===== src/rtl/fft8_scheduler.sv =====
// fft8_scheduler: sequences one shared radix-2 butterfly through an in-place 8-point DIT FFT,
// loading samples bit-reversed and unloading bins in natural order.
module fft8_scheduler #(
  parameter int N      = 4,
  parameter int BF_LAT = 1
) (
  input  logic            clk,
  input  logic            rst,
  input  logic            in_valid,
  output logic            in_ready,
  input  logic [2**N-1:0] in_r,
  input  logic [2**N-1:0] in_i,
  output logic            out_valid,
  input  logic            out_ready,
  output logic [2**N-1:0] out_r,
  output logic [2**N-1:0] out_i,
  output logic            out_last,
  output logic [2**N-1:0] bf_a_r,
  output logic [2**N-1:0] bf_a_i,
  output logic [2**N-1:0] bf_b_r,
  output logic [2**N-1:0] bf_b_i,
  output logic [1:0]      bf_tw,
  output logic            bf_start,
  input  logic [2**N-1:0] bf_y0_r,
  input  logic [2**N-1:0] bf_y0_i,
  input  logic [2**N-1:0] bf_y1_r,
  input  logic [2**N-1:0] bf_y1_i,
  output logic            busy
);
  localparam int W  = 2**N;
  localparam int LW = BF_LAT > 0 ? $clog2(BF_LAT + 1) : 1;

  typedef enum logic [1:0] {S_LOAD, S_COMP, S_UNLD} state_t;

  state_t        r_state, w_next;
  logic [W-1:0]  r_mr [8];
  logic [W-1:0]  r_mi [8];
  logic [2:0]    r_idx, w_rev, w_a, w_b;
  logic [1:0]    r_stg, r_bf, w_tw;
  logic [LW-1:0] r_ph;
  logic          w_acc, w_oxf, w_cap, w_comp;

  assign w_rev = {r_idx[0], r_idx[1], r_idx[2]};
  // pair for butterfly k of stage s: insert a zero at bit s of k for a, set that bit for b
  assign w_a   = r_stg == 2'd0 ? {r_bf, 1'b0} : r_stg == 2'd1 ? {r_bf[1], 1'b0, r_bf[0]} : {1'b0, r_bf};
  assign w_b   = w_a | (3'd1 << r_stg);
  assign w_tw  = r_stg == 2'd0 ? 2'd0 : r_stg == 2'd1 ? {r_bf[0], 1'b0} : r_bf;
  assign w_acc = in_valid && in_ready;
  assign w_oxf = out_valid && out_ready;
  assign w_cap = r_state == S_COMP && r_ph == LW'(BF_LAT);

  always_ff @(posedge clk) begin
    if (!rst) begin
      r_state <= S_LOAD;
      r_idx   <= '0;
      r_stg   <= '0;
      r_bf    <= '0;
      r_ph    <= '0;
    end else begin
      r_state <= w_next;
      if (w_acc || w_oxf) r_idx <= r_idx + 1'b1;
      if (r_state == S_COMP) begin
        r_ph <= w_cap ? '0 : r_ph + 1'b1;
        if (w_cap) r_bf <= r_bf + 1'b1;
        if (w_cap && r_bf == 2'd3) r_stg <= r_stg == 2'd2 ? 2'd0 : r_stg + 1'b1;
      end
    end
  end

  always_comb begin
    w_next = r_state;
    case (r_state)
      S_LOAD:  if (w_acc && r_idx == 3'd7) w_next = S_COMP;
      S_COMP:  if (w_cap && r_stg == 2'd2 && r_bf == 2'd3) w_next = S_UNLD;
      S_UNLD:  if (w_oxf && r_idx == 3'd7) w_next = S_LOAD;
      default: w_next = S_LOAD;
    endcase
  end

  always_comb begin
    in_ready  = rst && r_state == S_LOAD;
    out_valid = rst && r_state == S_UNLD;
    busy      = rst && r_state != S_LOAD;
    w_comp    = rst && r_state == S_COMP;
    bf_start  = w_comp && r_ph == '0;
    bf_a_r    = w_comp ? r_mr[w_a] : '0;
    bf_a_i    = w_comp ? r_mi[w_a] : '0;
    bf_b_r    = w_comp ? r_mr[w_b] : '0;
    bf_b_i    = w_comp ? r_mi[w_b] : '0;
    bf_tw     = w_comp ? w_tw : 2'd0;
    out_r     = r_mr[r_idx];
    out_i     = r_mi[r_idx];
    out_last  = out_valid && r_idx == 3'd7;
  end

  // storage is never cleared; every frame rewrites all eight entries before use
  always_ff @(posedge clk) begin
    if (rst && w_acc) begin
      r_mr[w_rev] <= in_r;
      r_mi[w_rev] <= in_i;
    end
    if (rst && w_cap) begin
      r_mr[w_a] <= bf_y0_r;
      r_mi[w_a] <= bf_y0_i;
      r_mr[w_b] <= bf_y1_r;
      r_mi[w_b] <= bf_y1_i;
    end
  end
endmodule

===== config.mk =====
export PLATFORM = sky130hd
export DESIGN_NAME = fft8_scheduler
export DESIGN_NICKNAME = d
export VERILOG_FILES = /design/src/rtl/fft8_scheduler.sv
export SDC_FILE = /design/constraint.sdc
export NUM_CORES = 1
export LEC_CHECK = 0
export BUFFER_PORTS_ARGS = -buffer_cell sky130_fd_sc_hd__buf_2
export CORE_MARGIN = 4
export CORE_UTILIZATION = 40
export CTS_BUF_LIST = sky130_fd_sc_hd__clkbuf_4 sky130_fd_sc_hd__clkbuf_8
export CTS_CLUSTER_SIZE = 12
export DETAILED_ROUTE_END_ITERATION = 8
export PLACE_DENSITY_LB_ADDON = 0.05
export SLEW_MARGIN = 20
export SYNTH_ARGS = -nofsm -noshare
export SYNTH_HDL_FRONTEND = slang
export SYNTH_SLANG_ARGS = --single-unit

===== constraint.sdc =====
create_clock -name clk -period 4.6 [get_ports clk]
set_clock_uncertainty 0.1 [all_clocks]
set_input_delay 0.23 -clock clk [delete_from_list [all_inputs] [get_ports clk]]
set_output_delay 0.23 -clock clk [all_outputs]
set_load 0.05 [all_outputs]

==> metrics.md, run 1 <==
| Metric | Value |
|---|---|
| Final #Nets | `about 2100` |
| Fmax | `242.6 MHz` |
| Synthesized cell area | `approximately 0.019 mm2` |
| Crit end category | `output pin` |
| LEAKAGE | `just under 0.008 uW` |
| Largest net degree at the start of global routing | `66` |
| Area contributors post-synth | `edfxtp_1 (41%), mux4_2 (12%), a21oi_1 (7.3%), nor2_1 (6.2%), mux2_2 (3.6%)` |
| Die Area | `~0.050 mm2` |
| Instance count of the mapped netlist | `1820` |
| Worst slew pin tran | `1.171 ns` |
| Clock Pin Slew Worst Setup and Hold Paths | `roughly 0.060 ns` |
| Htree depth | `2` |
| Final WS setup | `0.4786 ns` |
| Clk_lat worst skew | `~0.65 ns` |
| Post-synth top area cell | `edfxtp_1` |
| Final instance area | `~0.021 mm2` |
| Antenna violations before repair | `0` |
| Detailed placement HPWL | `45590 um` |
| Net Sw Frac | `0.2586` |
| Row count | `78` |
| Ratio of final minimum period to clock period | `0.8960` |
| Via Count | `16410` |
| Status | `complete, no violations` |
| Area post-placement | `0.01999 mm2` |
| Hold Path Class | `input pin to register` |
| Core area | `0.04567 mm2` |
| Vias in the first global route | `15420` |
| CTS tree | `built` |
| Drt pass-1 iters | `9` |
| Dpl ws | `~1.0 ns` |
| Slew Viols, Final | `0` |
| Port Buf Inserts | `202` |
| Slowest stage delay, CP | `between 0.6 and 0.7 ns` |
| Count of cell types in the netlist | `64` |
| Min Tclk post-route | `4.121 ns` |
| CP max FO | `17` |
| Mean Syn Cell Area | `10.20 um2` |
| Comb pwr share | `0.102` |
| Post-route ant nets | `0` |
| Worst reg2reg path startpoint | `r_bf[1]$_SDFFE_PN0P_` |
| Critical-path cell list | `buf_4 -> or3_1 -> buf_4 -> o22ai_1 -> a32o_1 -> nor4_1 -> buf_2` |
| Bufs on Longest Clock Path | `3` |
| Max stage delay cell, worst path | `dfxtp_1` |
| Hold-critical path depth | `3` |
| Critical Path Start Type | `register` |
| Routability cong. | `0.8632` |
| Clock Sinks | `269` |
| Reg power frac | `0.478` |
| Final Power | `~5800 uW` |
| Setup Crit Path Kind | `register to output pin` |
| Crit path arrival time | `3.79 ns` |
| Remaining DRCs | `0` |
| PwrDens | `270.2 mW/mm2` |
| RSZ-0062 raised after global routing | `no` |
| Layout cell share with drive strength beyond 1 | `0.2745` |
| Initial Utilization | `0.4064` |
| Chip Width | `~220 um` |
| Rel. slew slack | `0.2196` |
| Overflow after GRT | `0` |
| Syn-to-layout area delta | `15.05%` |
| FILL cells | `4355` |
| Internal power | `4279 uW` |
| Via/cell ratio | `about 6.3` |
| Max Cap Violations | `0` |
| Setup violators final | `0` |
| Setup TNS | `0 ns` |
| First-pass GRT wire length | `roughly 110000 um` |
| R2R Path End | `r_mi[7][13]$_DFFE_PP_` |
| Sequential fraction of the synthesis area | `0.4281` |
| Fin. Hold Viols | `0` |
| Util after Layout | `0.4676` |
| Worst path bufs/invs | `3` |
| Post-Syn Nets | `just under 2000` |
| Total GRT Usage | `0.2860` |
| Number of synthesized flops with an enable pin | `256` |
| # Post-CTS Setup Buffers | `0` |
| Critical path's top delay family | `buffers and inverters` |
| Most used cell, CP | `buf_4` |
| Synth async-reset ratio | `0` |
| Max VDD drop | `0.1964 mV` |
| Synthesized flop and latch total | `269` |
| TritonCTS buffer count | `51` |
| Die height | `223.4 um` |
| Clock power share | `0.421` |
| Hold endpoint | `r_mi[6][10]$_DFFE_PP_` |
| Reg2Reg Setup Slack | `0.94 ns` |
| Root buf cell | `clkbuf_8` |
| Final wirelength | `74350 um` |
| IO Pins | `203` |
| Sw power | `roughly 1500 uW` |
| Hold path start | `bf_y0_i[10]` |
| Top_reg_cell synth | `edfxtp_1` |
| CP Data Required Time | `4.27 ns` |
| Yosys Warn Count | `0` |
| Avg WL per Cell | `28.54 um` |
| Cell depth of the worst flop-to-flop path | `5` |
| Initial detailed-routing violation count | `2133` |
| Top-area cell type share of the netlist area | `0.4141` |
## power by group through the flow
stage / logic (uW) / registers [uW] / clock network, uW
final: 586 / 2760 / 2430
after global routing: 628 / 2760 / 2570
after CTS: 587 / 2760 / 2470
after detailed placement: 563 / 2810 / 0
after global placement: 557 / 2810 / 0
after floorplan: 432 / 2770 / 0
## worst max path at each step
stage	from	endpoint	slack, ns	depth (start not counted)
after floorplan	r_bf[0]$_SDFFE_PN0P_	r_mi[1][0]$_DFFE_PP_	0.35	8
after global placement	r_bf[1]$_SDFFE_PN0P_	r_mi[7][8]$_DFFE_PP_	1.05	5
after detailed placement	r_bf[1]$_SDFFE_PN0P_	r_mi[7][12]$_DFFE_PP_	1.04	5
after CTS	r_bf[1]$_SDFFE_PN0P_	bf_b_i[15]	0.50	7
after global routing	r_stg[0]$_SDFFE_PN0P_	bf_b_r[4]	0.41	7
final	r_bf[1]$_SDFFE_PN0P_	bf_b_i[15]	0.48	7
## synth_stat cells, drive strengths merged, types with 7 or more instances
master,number
nor2b,22
o2111ai,9
buf,148
nand2b,25
nor2,305
nand3b,7
a32o,17
o22ai,31
mux4,96
clkbuf,61
nand2,106
a22o,32
o21ai,29
mux2i,45
dfxtp,13
a21oi,288
o211a,8
a32oi,21
or4,16
o221ai,17
a211oi,29
nor4,14
nor3,10
o21a,8
a221oi,30
nand3,16
mux2,59
and2,9
a31oi,22
edfxtp,256
inv,27
## registers in the layout, summed over array words and instances (netlist names), named ones only
name	cells
r_mi	128
r_idx	3
r_state	2
r_mr	128
r_bf	2
r_stg	2
r_ph	1
## through the flow
step / instances / hold WS (ns)
after floorplan: 1820 / 0.3708
after global placement: 2477 / 0.4994
after detailed placement: 2477 / 0.5089
after CTS: 2604 / 0.002417
after global routing: 2604 / 0.07206
final: 2605 / 0.04882
## tightest hold or removal path, stage by stage
cell and delay (ns):
buf_2 0.07, mux2i_1 0.19, a21oi_1 0.18
## cell type report
cell class | count | area [um2] | area share
Antenna cell | 1 | 2.502 | 0.0001172
Clock buffer | 69 | 862.1 | 0.04036
Clock inverter | 23 | 148.9 | 0.006971
Inverter | 27 | 101.3 | 0.004745
Multi-Input combinational cell | 1315 | 9627 | 0.4507
Sequential cell | 269 | 7961 | 0.3728
Tap cell | 600 | 750.7 | 0.03515
Timing Repair Buffer | 301 | 1904 | 0.08916
## metal layers
| layer | global-route usage | up-vias | part of all wire |
|---|---|---|---|
| li1 | - | 7239 | - |
| met1 | 0.4153 | 7996 | 0.43 |
| met2 | 0.4404 | 1001 | 0.45 |
| met3 | 0.04645 | 172 | 0.090 |
| met4 | 0.09048 | 0 | 0.032 |
| met5 | 0 | - | 0 |
## timing repair
action / 4_1_cts / 5_1_grt
gates resized for setup: 0 / 0
hold endpoints to repair: 269 / 0
hold buffers: 35 / 0
## layout by cell type (no fill, tap or decap), types with 9 or more instances in the layout
| cell | synthesis | final |
|---|---|---|
| mux2i_1 | 45 | 45 |
| inv_1 | 27 | 27 |
| a22o_1 | 32 | 32 |
| mux4_2 | 96 | 96 |
| a32o_1 | 17 | 17 |
| clkbuf_4 | 0 | 14 |
| clkinv_1 | 0 | 13 |
| nand2b_1 | 25 | 25 |
| nor2_1 | 305 | 303 |
| nor2b_1 | 22 | 20 |
| clkbuf_8 | 0 | 55 |
| or4_1 | 15 | 14 |
| buf_2 | 108 | 202 |
| mux2_2 | 59 | 59 |
| a32oi_1 | 21 | 21 |
| a31oi_1 | 22 | 22 |
| o221ai_1 | 17 | 17 |
| o21ai_0 | 27 | 23 |
| nor4_1 | 14 | 14 |
| a21oi_2 | 16 | 16 |
| buf_4 | 10 | 59 |
| nor3_1 | 9 | 9 |
| o22ai_1 | 31 | 31 |
| edfxtp_1 | 256 | 256 |
| nand3_1 | 16 | 14 |
| a21oi_1 | 272 | 272 |
| dlygate4sd3_1 | 0 | 35 |
| a211oi_1 | 29 | 29 |
| nand2_1 | 106 | 106 |
| a221oi_1 | 30 | 30 |
## cell families after synthesis
family          share of synthesized area
compound gates                     0.1942
simple gates                       0.1336
flops                              0.4281
buf+inv                           0.06362
mux                                0.1765
xor+xnor                         0.001888
fa+ha+maj                        0.002022
No activity file was read; power rests on OpenSTA's default activity.
==> run 2: changes to the inputs <==
--- a/config.mk
+++ b/config.mk
@@ -16,3 +16,4 @@
 export SYNTH_ARGS = -nofsm -noshare
 export SYNTH_HDL_FRONTEND = slang
 export SYNTH_SLANG_ARGS = --single-unit
+export TNS_END_PERCENT = 30
==> constraint.sdc (replaced) <==
create_clock -name clk -period 5 [get_ports clk]
set_clock_uncertainty 0.1 [all_clocks]
set_input_delay 0.25 -clock clk [delete_from_list [all_inputs] [get_ports clk]]
set_output_delay 0.25 -clock clk [all_outputs]
set_load 0.05 [all_outputs]
==> run 2 against run 1 <==
Against the previous run: sequential power shrank 8.3%; power shrank 9.1%; clock-buffer cell count shrank 4; worst hold slack gained 0.0060 ns; worst setup slack gained 0.21 ns; via count grew 0.52%; cell count shrank 0.42%; sequential cell count is the same; non-clock buffer count shrank 9.
==> metrics.md, run 2 (synthesis gave the netlist of run 1 again) <==
| Metric | Value |
|---|---|
| Via/cell ratio | `6.359` |
| CP Data Required Time | `4.65 ns` |
| RSZ-0062 raised after global routing | `no` |
| Rel. slew slack | `0.1793` |
| Crit end category | `output pin` |
| Fin. Hold Viols | `0` |
| Sw power | `1394 uW` |
| Status | `complete, no violations` |
| Reg power frac | `0.483` |
| PwrDens | `about 250 mW/mm2` |
| Setup Crit Path Kind | `register to output pin` |
| Clk_lat worst skew | `0.66 ns` |
| Die height | `around 220 um` |
| Grt met2 use | `0.4400` |
| Comb pwr share | `0.104` |
| # Post-CTS Setup Buffers | `0` |
| Hold Path Class | `input pin to register` |
| Ratio of final minimum period to clock period | `0.8617` |
| Avg WL per Cell | `28.37 um` |
| Internal power | `3850 uW` |
| Final wirelength | `between 70000 and 80000 um` |
| Die Area | `0.04992 mm2` |
| Bufs on Longest Clock Path | `3` |
| Clock Pin Slew Worst Setup and Hold Paths | `about 0.070 ns` |
| CP max FO | `59` |
| Initial detailed-routing violation count | `2002` |
| Final #Nets | `2057` |
| IO Pins | `203` |
| Setup violators final | `0` |
| Remaining DRCs | `0` |
| Routability cong. | `0.8432` |
| Placed cell count | `around 2500` |
| Worst reg2reg path startpoint | `r_stg[1]$_SDFFE_PN0P_` |
| Drt pass-1 iters | `6` |
| Max Cap Violations | `0` |
| Met1 Usage GRT | `0.3897` |
| First-pass GRT wire length | `roughly 110000 um` |
| Port Buf Inserts | `about 200` |
| Vias in the first global route | `15890` |
| Clock power share | `0.413` |
| Most frequent cells in the layout | `nor2_1 (303), a21oi_1 (272), edfxtp_1 (256), buf_2 (202), nand2_1 (106)` |
| Overflow after GRT | `0` |
| CTS tree | `built` |
| Worst slew pin tran | `1.224 ns` |
| LEAKAGE | `a little under 0.008 uW` |
| Post-route ant nets | `0` |
| Biggest regs | `r_mi: 128 flops, r_mr: 128 flops, r_idx: 3 flops` |
| R2R Path End | `r_mi[1][7]$_DFFE_PP_` |
| Hold path start | `bf_y0_i[11]` |
| Detailed placement HPWL | `approximately 45000 um` |
| Slew Viols, Final | `0` |
| Fmax | `232.1 MHz` |
| FILL cells | `4310` |
| Cell depth of the worst flop-to-flop path | `6` |
| Busiest layer in global routing | `met2` |
| Antenna violations before repair | `2` |
| Crit path arrival time | `3.96 ns` |
| Fin Hold WS | `0.05481 ns` |
| Net Sw Frac | `0.2659` |
| CP Launch Point | `r_stg[1]$_SDFFE_PN0P_` |
| Htree depth | `2` |
| Root buf cell | `clkbuf_8` |
| Largest net degree at the start of global routing | `65` |
| Chip Width | `around 220 um` |
| Via Count | `16490` |
| Layout cell share with drive strength beyond 1 | `0.2699` |
| Most common cell after layout, fill and taps aside | `nor2_1` |
| Max VDD drop | `~0.17 mV` |
| Row count | `78` |
| Critical Path Start Type | `register` |
| Total GRT Usage | `0.2857` |
| Min Tclk post-route | `between 4 and 5 ns` |
| Hold-critical path depth | `3` |
| Reg2Reg Setup Slack | `1.29 ns` |
| Core area | `0.04567 mm2` |
| Clock Sinks | `269` |
| Initial Utilization | `0.4064` |
| Syn-to-layout area delta | `14.47%` |
| Post-Layout Cell Count | `2594` |
| Routing usage on met3 | `0.07053` |
| TritonCTS buffer count | `49` |
| Setup TNS | `0 ns` |
| Hold endpoint | `r_mi[6][11]$_DFFE_PP_` |
run 2: cell count changes in the layout (fill, tap and decap cells not counted), sizes merged:
cell,change
buf,-9
inv,+1
clkbuf,-4
bufinv,-1
clkinvlp,+2
run 2: per-stage QoR:
stage	total power [uW]	area, um2	util	worst slack (ns)
6_report	5244	21250	0.4653	0.6913
2_1_floorplan	2948	18560	-	0.7513
3_5_place_dp	3102	19930	0.4363	1.322
5_1_grt	5411	21250	0.4652	0.5215
3_3_place_gp	3097	19930	0.4363	1.374
4_1_cts	5274	21250	0.4652	0.6697
run 2: critical path, stage by stage, from the launching register on:
cell	delay, ns
dfxtp_1	0.65
buf_4	0.40
o21a_4	0.64
buf_12	0.44
mux4_2	0.57
a22o_1	0.30
buf_2	0.23
run 2: power groups by stage:
| stage | combinational, uW | sequential [uW] | clock (uW) |
|---|---|---|---|
| after floorplan | 397 | 2550 | 0 |
| after global placement | 519 | 2580 | 0 |
| after detailed placement | 524 | 2580 | 0 |
| after CTS | 546 | 2530 | 2200 |
| after global routing | 584 | 2540 | 2290 |
| final | 546 | 2530 | 2170 |
run 2: what timing repair did:
item	CTS	global route
hold buffers	35	0
resized for setup	0	0
hold endpoints to repair	269	0
run 2: cell type report:
type                       instances  area [um2]  share of cell area
multi-input combinational       1315        9628              0.4531
sequential                       269        7961              0.3746
timing repair buffer             292        1837             0.08643
clock buffer                      65       825.8             0.03886
tap                              600       750.7             0.03533
clock inverter                    25       143.9            0.006771
inverter                          27       101.3            0.004769
antenna                            1       2.502           0.0001178
run 2: worst max path at each step:
stage	endpoint	slack, ns	depth (start not counted)
floorplan	r_mi[1][0]$_DFFE_PP_	0.75	8
global placement	r_mi[1][11]$_DFFE_PP_	1.37	6
detailed placement	r_mi[1][6]$_DFFE_PP_	1.32	6
CTS	bf_a_i[3]	0.67	6
global route	bf_a_i[3]	0.52	6
finish	bf_a_i[3]	0.69	6
run 2: per-layer routing:
| metal | wire (um) | vias up |
|---|---|---|
| li1 | - | 7230 |
| met1 | 29960 | 8034 |
| met2 | 32940 | 1055 |
| met3 | 7876 | 171 |
| met4 | 2802 | 4 |
| met5 | 26 | - |
==> run 3: changes to the inputs <==
--- a/config.mk
+++ b/config.mk
@@ -11,7 +11,6 @@
 export CTS_BUF_LIST = sky130_fd_sc_hd__clkbuf_4 sky130_fd_sc_hd__clkbuf_8
 export CTS_CLUSTER_SIZE = 12
 export DETAILED_ROUTE_END_ITERATION = 8
-export PLACE_DENSITY_LB_ADDON = 0.05
 export SLEW_MARGIN = 20
 export SYNTH_ARGS = -nofsm -noshare
 export SYNTH_HDL_FRONTEND = slang
==> run 3 against run 2 <==
Against the previous run: worst hold slack gained 0.026 ns; sequential share of layout area grew 0.14 points; largest power group unchanged; critical endpoint is now bf_a_i[15]; critical path depth shrank 1; cell area shrank 0.40%; clock-buffer cell count shrank 2; register-to-register slack lost 0.17 ns.
==> metrics.md, run 3 (synthesis gave the netlist of run 1 again) <==
| Metric | Value |
|---|---|
| Critical path's top delay family | `compound AO/OA/AOI/OAI gates` |
| Drt pass-1 iters | `6` |
| Dpl ws | `1.271 ns` |
| Max VDD drop | `0.1477 mV` |
| Slowest stage delay, CP | `0.86 ns` |
| Chip Width | `223.4 um` |
| Crit path arrival time | `just under 4 ns` |
| Final #Nets | `2056` |
| Fin. Hold Viols | `0` |
| Via/cell ratio | `6.370` |
| Max Cap Violations | `0` |
| Final Power | `around 5200 uW` |
| # Post-CTS Setup Buffers | `0` |
| Critical Path Start Type | `register` |
| Ratio of final minimum period to clock period | `0.8559` |
| Antenna violations before repair | `2` |
| Total GRT Usage | `0.2677` |
| Biggest regs | `r_mi: 128 flops, r_mr: 128 flops, r_idx: 3 flops` |
| Syn-to-layout area delta | `14.01%` |
| Initial Utilization | `0.4064` |
| Stages on the worst setup path | `5` |
| Worst path bufs/invs | `2` |
| Critical-path cell list | `o21a_4 -> buf_4 -> mux4_2 -> a22o_1 -> buf_2` |
| CTS tree | `built` |
| Clock Sinks | `269` |
| Root buf cell | `clkbuf_8` |
| PwrDens | `244.5 mW/mm2` |
| IO Pins | `203` |
| Remaining DRCs | `0` |
| Min Tclk post-route | `4.279 ns` |
| Cell depth of the worst flop-to-flop path | `4` |
| Crit end category | `output pin` |
| Max stage delay cell, worst path | `dfxtp_4` |
| Clock Pin Slew Worst Setup and Hold Paths | `about 0.060 ns` |
| Post-Layout Cell Count | `around 2600` |
| Placed cell count | `2468` |
| Area post-placement | `0.01988 mm2` |
| Core area | `0.04567 mm2` |
| Final instance area | `0.02117 mm2` |
| Worst slew pin tran | `1.193 ns` |
| Port Buf Inserts | `202` |
| Detailed placement HPWL | `44690 um` |
| Clk_lat worst skew | `0.64 ns` |
| Row count | `just under 80` |
| Die height | `223.4 um` |
| LEAKAGE | `0.007659 uW` |
| TritonCTS buffer count | `48` |
| RSZ-0062 raised after global routing | `no` |
| Fmax | `233.7 MHz` |
| Status | `complete, no violations` |
| Initial detailed-routing violation count | `2102` |
| Reg2Reg Setup Slack | `around 1.1 ns` |
| Overflow after GRT | `0` |
| Hold path start | `bf_y0_i[6]` |
| Slew Viols, Final | `0` |
| First-pass GRT wire length | `around 100000 um` |
| Layout cell share with drive strength beyond 1 | `0.2686` |
| R2R Path End | `r_mi[2][4]$_DFFE_PP_` |
| Bufs on Longest Clock Path | `3` |
| Die Area | `0.04992 mm2` |
| Htree depth | `2` |
| Most frequent cells in the layout | `nor2_1 (303), a21oi_1 (272), edfxtp_1 (256), buf_2 (202), nand2_1 (106)` |
| Avg WL per Cell | `26.94 um` |
| Hold-critical path depth | `3` |
| Vias in the first global route | `15800` |
| CP max FO | `64` |
| Post-CTS sizing | `0` |
| # hold bufs at CTS | `35` |
| Most common cell after layout, fill and taps aside | `nor2_1` |
| Setup Crit Path Kind | `register to output pin` |
| Routability cong. | `0.8893` |
| Largest net degree at the start of global routing | `between 60 and 70` |
| Worst reg2reg path startpoint | `r_bf[1]$_SDFFE_PN0P_` |
| CP Data Required Time | `between 4 and 5 ns` |
| Setup violators final | `0` |
| Hold Path Class | `input pin to register` |
| Setup TNS | `0 ns` |
| Final WS setup | `0.7207 ns` |
| Via Count | `16490` |
| Rel. slew slack | `0.2045` |
| Hold endpoint | `r_mi[6][6]$_DFFE_PP_` |
| Final wirelength | `69750 um` |
| Post-route ant nets | `0` |
## run 3: power breakdown
group / total, uW / leakage, uW / internal (uW) / switching [uW]
combinational: 546 / 0.00475 / 228 / 319
sequential: 2530 / 0.00242 / 2490 / 34.9
clock: 2100 / 0.000485 / 1110 / 986
total: 5180 / 0.00766 / 3840 / 1340
## run 3: worst reg2reg max path: stages (launching register included)
cell	delay, ns
dfxtp_1	0.80
nor2b_4	1.00
or4_4	0.88
o21ai_4	0.39
buf_4	0.39
## run 3: cell type report
type	count	area, um2
Tap cell	600	750.7
Antenna cell	1	2.502
Clock buffer	63	779.5
Multi-Input combinational cell	1315	9612
Fill cell	4287	24510
Inverter	27	101.3
Timing Repair Buffer	292	1812
Sequential cell	269	7959
Clock inverter	22	148.9
## run 3: worst max-delay path by stage
stage,endpoint,from,slack (ns)
after floorplan,r_mi[1][0]$_DFFE_PP_,r_bf[0]$_SDFFE_PN0P_,0.75
after global routing,bf_a_i[15],r_bf[0]$_SDFFE_PN0P_,0.58
after CTS,bf_a_i[15],r_bf[0]$_SDFFE_PN0P_,0.77
final,bf_a_i[15],r_bf[0]$_SDFFE_PN0P_,0.72
after detailed placement,r_mi[2][8]$_DFFE_PP_,r_bf[1]$_SDFFE_PN0P_,1.27
after global placement,r_mi[2][3]$_DFFE_PP_,r_bf[1]$_SDFFE_PN0P_,1.29
## run 3: layer usage
metal | up-vias | share of wire | global-route usage
met5 | - | 0.00019 | 0
met4 | 2 | 0.048 | 0.1249
met3 | 224 | 0.11 | 0.06013
met2 | 1110 | 0.46 | 0.4244
met1 | 7938 | 0.39 | 0.3504
li1 | 7218 | - | -
## run 3: stage by stage
| stage | util | hold WS, ns |
|---|---|---|
| floorplan | - | 0.3908 |
| detailed placement | 0.4354 | 0.5076 |
| finish | 0.4634 | 0.08050 |
| global placement | 0.4354 | 0.5003 |
| global route | 0.4634 | 0.1061 |
| CTS | 0.4633 | 0.03756 |
